`src/rtl/wb_rr_arbiter.sv`:
```
// wb_rr_arbiter: two-master Wishbone classic round-robin arbiter with stalled-strobe watchdog
module wb_rr_arbiter #(
    parameter int AW = 32,
    parameter int DW = 32,
    parameter int unsigned TIMEOUT = 255,
    localparam int SW = DW / 8
) (
    input  logic          wb_clk_i,
    input  logic          wb_rst_i,
    input  logic          m0_cyc_i,
    input  logic          m0_stb_i,
    input  logic          m0_we_i,
    input  logic [AW-1:0] m0_adr_i,
    input  logic [DW-1:0] m0_dat_i,
    input  logic [SW-1:0] m0_sel_i,
    output logic [DW-1:0] m0_dat_o,
    output logic          m0_ack_o,
    output logic          m0_err_o,
    input  logic          m1_cyc_i,
    input  logic          m1_stb_i,
    input  logic          m1_we_i,
    input  logic [AW-1:0] m1_adr_i,
    input  logic [DW-1:0] m1_dat_i,
    input  logic [SW-1:0] m1_sel_i,
    output logic [DW-1:0] m1_dat_o,
    output logic          m1_ack_o,
    output logic          m1_err_o,
    output logic          s_cyc_o,
    output logic          s_stb_o,
    output logic          s_we_o,
    output logic [AW-1:0] s_adr_o,
    output logic [DW-1:0] s_dat_o,
    output logic [SW-1:0] s_sel_o,
    input  logic [DW-1:0] s_dat_i,
    input  logic          s_ack_i,
    input  logic          s_err_i,
    output logic [1:0]    grant_o,
    output logic          timeout_o
);
    typedef enum logic {IDLE, BUSY} state_t;
    state_t state_q, state_d;
    logic owner_q, owner_d, last_q, last_d;
    logic [15:0] wdog_q, wdog_d;
    logic busy, o_cyc, o_stb, stall, wdog_fire;
    assign busy = state_q == BUSY;
    assign o_cyc = owner_q ? m1_cyc_i : m0_cyc_i;
    assign o_stb = owner_q ? m1_stb_i : m0_stb_i;
    // a slave termination in the limit cycle wins over the watchdog
    assign stall = TIMEOUT != 0 && busy && o_stb && !(s_ack_i || s_err_i);
    assign wdog_fire = stall && wdog_q == 16'(TIMEOUT);
    assign s_cyc_o = busy && o_cyc;
    assign s_stb_o = busy && o_stb && !wdog_fire;
    assign s_we_o = busy && (owner_q ? m1_we_i : m0_we_i);
    assign s_adr_o = !busy ? '0 : owner_q ? m1_adr_i : m0_adr_i;
    assign s_dat_o = !busy ? '0 : owner_q ? m1_dat_i : m0_dat_i;
    assign s_sel_o = !busy ? '0 : owner_q ? m1_sel_i : m0_sel_i;
    assign grant_o = busy ? {owner_q, !owner_q} : 2'b00;
    assign m0_ack_o = grant_o[0] && s_ack_i;
    assign m1_ack_o = grant_o[1] && s_ack_i;
    assign m0_err_o = grant_o[0] && (s_err_i || wdog_fire);
    assign m1_err_o = grant_o[1] && (s_err_i || wdog_fire);
    assign m0_dat_o = busy ? s_dat_i : '0;
    assign m1_dat_o = busy ? s_dat_i : '0;
    assign timeout_o = wdog_fire;
    always_comb begin
        state_d = state_q;
        owner_d = owner_q;
        last_d = last_q;
        wdog_d = '0;
        if (!busy) begin
            if (m0_cyc_i || m1_cyc_i) begin
                state_d = BUSY;
                owner_d = (m0_cyc_i && m1_cyc_i) ? !last_q : m1_cyc_i;
            end
        end else if (!o_cyc) begin
            state_d = IDLE;
            last_d = owner_q;
        end else if (stall && !wdog_fire) begin
            wdog_d = wdog_q + 16'd1;
        end
    end
    always_ff @(posedge wb_clk_i or posedge wb_rst_i) begin
        if (wb_rst_i) begin
            state_q <= IDLE;
            owner_q <= 1'b0;
            last_q <= 1'b1;
            wdog_q <= '0;
        end else begin
            state_q <= state_d;
            owner_q <= owner_d;
            last_q <= last_d;
            wdog_q <= wdog_d;
        end
    end
endmodule

```
`config.mk`:
```
export PLATFORM = sky130hd
export DESIGN_NAME = wb_rr_arbiter
export DESIGN_NICKNAME = d
export VERILOG_FILES = /design/src/rtl/wb_rr_arbiter.sv
export SDC_FILE = /design/constraint.sdc
export NUM_CORES = 1
export LEC_CHECK = 0
export ABC_AREA = 1
export BUFFER_PORTS_ARGS = -buffer_cell sky130_fd_sc_hd__buf_2
export CORE_AREA = 10 10 117 119
export DETAILED_ROUTE_END_ITERATION = 8
export DIE_AREA = 0 0 127 129
export HOLD_SLACK_MARGIN = 0.02
export PLACE_DENSITY_LB_ADDON = 0.25
export SLEW_MARGIN = 40
export SYNTH_ARGS = -nofsm -noshare
export SYNTH_HDL_FRONTEND = slang
export SYNTH_SLANG_ARGS = --single-unit
export TNS_END_PERCENT = 5
```
`constraint.sdc`:
```
create_clock -name wb_clk_i -period 4.4 [get_ports wb_clk_i]
set_clock_uncertainty 0.15 [all_clocks]
set_input_delay 0.44 -clock wb_clk_i [delete_from_list [all_inputs] [get_ports wb_clk_i]]
set_output_delay 0.44 -clock wb_clk_i [all_outputs]
set_load 0.005 [all_outputs]
```
After elaboration in Yosys (flattened, before gate mapping)
Index checks and enable logic that the tools add are counted.
{ "classes": {"n_addsub": 1, "multipliers": 0, "n_div": 0, "magnitude_cmp": 0, "n_eq_ne": 1, "shifts": 0, "n_mux": 18, "n_bitwise": 2, "n_reduce_logical": 21} }
{ "ops": {"columns": ["operator", "n"], "rows": [
  ["$mux 32", 5],
  ["$mux 16", 3],
  ["$add 16x1->16 const B", 1],
  ["$eq 16x8->1 const B", 1],
  ["$logic_and 1x1->1", 12],
  ["$mux 4", 2],
  ["$mux 1", 7],
  ["$logic_not 1->1", 4],
  ["$reduce_and 2->1", 2],
  ["$logic_or 1x1->1", 3],
  ["$mux 2", 1],
  ["$not 1->1", 2]
]} }
{ "totals": {"ff_bits": 19, "latchBits": 0, "mem_bits_rw": 0, "mem_bits_ro": 0, "out_inout_bits": 142, "wordCells": 47, "memories": 0} }

Depth between registers and ports, before layout
{ "logic_depth": {"word_depth": 9, "ltp_mapped": 9, "mapped_depth_nobuf": 9} }

Least setup slack after synthesis
OpenSTA, ideal clock, no wires.
{ "synth_timing": {"kind": "register to output", "start": "register wdog_q[0]", "end": "output s_stb_o", "t_arrival_ps": 1151, "path_slack_ps": 2659, "path_stages_with_launch": 9, "cell_sequence": "dfrtp_1 ha_1 nand3_2 inv_2 nand2_4 clkinv_4 nand2_2 nor2_1 a21oi_1"} }
{ "synth_via": {"elab_chain_len": 4} }
{ "synth_lines": {"columns": ["item", "line_no", "text"], "rows": [
  ["start: declaration", "43", "logic [15:0] wdog_q, wdog_d;"],
  ["start signal: assignment", "92", "wdog_q <= wdog_d;"],
  ["$eq 16x8->1", "50", "assign wdog_fire = stall && wdog_q == 16'(TIMEOUT);"],
  ["$logic_and 1x1->1", "50", null],
  ["named net timeout_o", "38", "output logic timeout_o"],
  ["$logic_not 1->1", "52", "assign s_stb_o = busy && o_stb && !wdog_fire;"],
  ["$logic_and 1x1->1", "52", null],
  ["end: declaration", "29", "output logic s_stb_o,"]
]} }
The timed path passes the listed nets, and every way through them passes these cells.

Worst setup path in the final report
{ "layout_timing": {"start": "register state_q, in the netlist busy", "end": "output s_adr_o[20]"} }
{ "layout_via": {"elab_chain_len": 1} }
{ "layout_lines": {"columns": ["item", "line_no", "text"], "rows": [
  ["start: declaration", "41", "state_t state_q, state_d;"],
  ["start signal: assignment", "89", "state_q <= state_d;"],
  ["$mux 32", "54", "assign s_adr_o = !busy ? '0 : owner_q ? m1_adr_i : m0_adr_i;"],
  ["end: declaration", "31", "output logic [AW-1:0] s_adr_o,"]
]} }
Every way passes these cells.

==> results.toml <==
[detailed_routing]
routed_via_density = 4.40
drt-wirelength-per-cell_um = 19.7
drtIter0Drc = 219
totalWireLength_um = 14900
antenna_left = 0
num_vias = 3319
drtPass1Iterations = 4
drc = 0

[yosys]
synthAdderAreaFrac = 0.00516
synthesis.area_mm2 = 0.00242
ys_ff_latch = 19
synth-simple-area-share = 0.263
synth_cell_types = 30
synth_compound_area_frac = 0.280
avgSynthCellArea_um2 = 7.26
synth-xor-area-share = 0.0253
synth.yosys.seq_area_share = 0.197
synth_top_family_by_area = "compound AO/OA/AOI/OAI gates"
ys_warn_count = 0
synth_nets = 513
synth_cells = 334
synthMuxAreaShare = 0

[setup_path]
cp-end-kind = "primary output"
worstSetupPathType = "reg2out"
critical-path-slowest-cell = "dfrtp_1"
critPathArrivalTime_ns = 2.02
crit_path_cell_trace = "inv_2 > nor2_4 > buf_4 > a22o_1 > buf_2"
cp_top_family = "buffers and inverters"
crit_fanout = 33
cp-start-kind = "flop"
rrSetupSlack_ns = 2.60
cp.required_ns = 3.81
path_buf_inv = 3
slowest_delay_ns = 0.49

[sta]
max_freq_mhz = 384
post-route-period-util = 0.592
final-setup-viol-count = 0
slew_headroom = 0.529
maxSlewViolCount = 0
tns_ns = 0
setup_ws_ns = 1.79
rsz0062_at_grt = "no"
min_period_ns = 2.61
finalHoldViolCount = 0
tightest_slew_ns = 0.703

[finish]
layout_commonest_cell = "buf_2"
stdcell_area_mm2 = 0.00396
final.fill_count = 1234
area_delta_synth_final_pct = 63.3
drive_gt1_frac = 0.582
stdcell_count = 755
finalNetCount = 788
most-common-layout-cells = "319 x buf_2, 70 x nand2_1, 69 x a22o_1"

[clock_tree]
cts_sinks = 19
h-tree-depth = 1
insertion_delay_ns = 0.25
cts_resized = 0
clockRootBuffer = "clkbuf_16"
post_cts_buffers = 0
cts_tree = "yes"
hold_buffers = 0
clk_pin_slew_ns = 0.06
clock_path_buffers = 2
numCtsBuffers = 3

[pwr]
p_per_area_mw_per_mm2 = 491
power.total_mw = 1.94
total_leakage_power_nw = 2.49
max-vdd-ir-drop_mv = 0.245

[grt]
antenna_found_initial = 3
grt_usage = 0.159
grt_overflow = 0
grt_start_max_net_pins = 71
grt_pass1_wl_um = 20800
grt_pass1_vias = 3274

[placed_design]
place_area_mm2 = 0.00385
place_hpwl_um = 13000
dpl_worst_slack_ns = 1.75
place_inst = 746
port_buffers = 319
gp_congestion = 0.931

[floorplanning]
fp.dieH_um = 129
rows = 39
io_pins = 320
start_util = 0.214
core_area_mm2 = 0.0113
die_w_um = 127
dieArea_mm2 = 0.0164

[status]
outcome = "finished clean"

[worst_hold_path]
hp-class = "in2async"

[job]
maxCapViolCount = 0
==> state kept, by name (all words and copies together) (netlist names) <==
signal	cells
owner_q	1
last_q	1
wdog_q	16
busy	1
==> worst reg2reg max path: cells and delay by family, from the launching register on <==
kind	cells	cell delay [ns]
AND/OR/NAND/NOR	5	0.79
buffers and inverters	2	0.11
adder cells (fa/ha/maj)	1	0.24
flip-flops	1	0.40
==> logic make-up (layout without fill, tap and decap cells) <==
kind of cell	Yosys count	after routing
simple gates	125	125
flops	19	19
fa+ha+maj	1	1
other cells	0	4
xor+xnor	7	7
compound gates	80	80
buf+inv	102	376
==> power breakdown <==
group	internal (mW)	leakage (nW)	switching, mW
sequential	0.192	0.257	0.0271
clock	0.122	0.0409	0.0671
combinational	0.695	2.19	0.840
total	1.01	2.49	0.934
==> synthesized netlist by cell type <==
master    count  area (um2)
inv_2         5        18.8
o21ai_0       4        20.0
a21oi_1       3        15.0
nor2_2        1        6.26
dfstp_2       1        26.3
nor2_4       12         135
nand2_1      70         263
nand2_4       1        11.3
xnor2_1       3        26.3
nand3_2       1        10.0
nor2_1       25        93.8
buf_12        1        20.0
nor3_1        1        5.00
clkbuf_1      3        11.3
dfrtp_1      18         450
nand3_1       7        35.0
ha_1          1        12.5
o21ai_2       1        8.76
nand3_4       3        52.6
a21oi_4       1        16.3
xor2_1        4        35.0
nand2_2       1        6.26
a22o_1       69         604
inv_1        44         165
buf_6         2        22.5
o21bai_1      2        15.0
nand4_1       3        18.8
clkinv_4      1        8.76
buf_2        14        70.1
buf_4        32         240
==> area by class of cell <==
cell class,count,area [um2],area share
Clock inverter,1,5.00,0.00126
Clock buffer,3,75.1,0.0190
Multi-Input combinational cell,213,1390,0.351
Tap cell,143,179,0.0452
Inverter,50,195,0.0493
Antenna cell,4,10.0,0.00253
Timing Repair Buffer,322,1630,0.411
Sequential cell,19,477,0.120
==> stage by stage <==
| stage | hold WS, ns | util |
|---|---|---|
| floorplan | 0.240 | - |
| global placement | 0.307 | 0.340 |
| detailed placement | 0.323 | 0.340 |
| CTS | 0.189 | 0.347 |
| global route | 0.102 | 0.349 |
| finish | 0.0560 | 0.350 |
==> layer usage <==
metal | vias up | global-route usage | wire length (um)
met5 | - | 0 | 0
met4 | 0 | 0.0281 | 149
met3 | 10 | 0.0493 | 1410
met2 | 143 | 0.301 | 8220
met1 | 1538 | 0.172 | 5120
li1 | 1628 | - | -
==> worst paths after layout <==
kind / from / to / cells after the start
hold reg to reg: wdog_q[0]$_DFF_PP0_ / wdog_q[0]$_DFF_PP0_ / 1
hold / removal: wb_rst_i / wdog_q[2]$_DFF_PP0_ / 2
min in group wb_clk_i: m1_cyc_i / owner_q$_DFFE_PP0P_ / 3
setup reg to reg: wdog_q[0]$_DFF_PP0_ / wdog_q[10]$_DFF_PP0_ / 8
max in group asynchronous: wb_rst_i / last_q$_DFFE_PP1P_ / 2
setup / recovery: busy$_DFF_PP0_ / s_adr_o[20] / 5
Note: power is estimated with default switching activity, not from simulation.
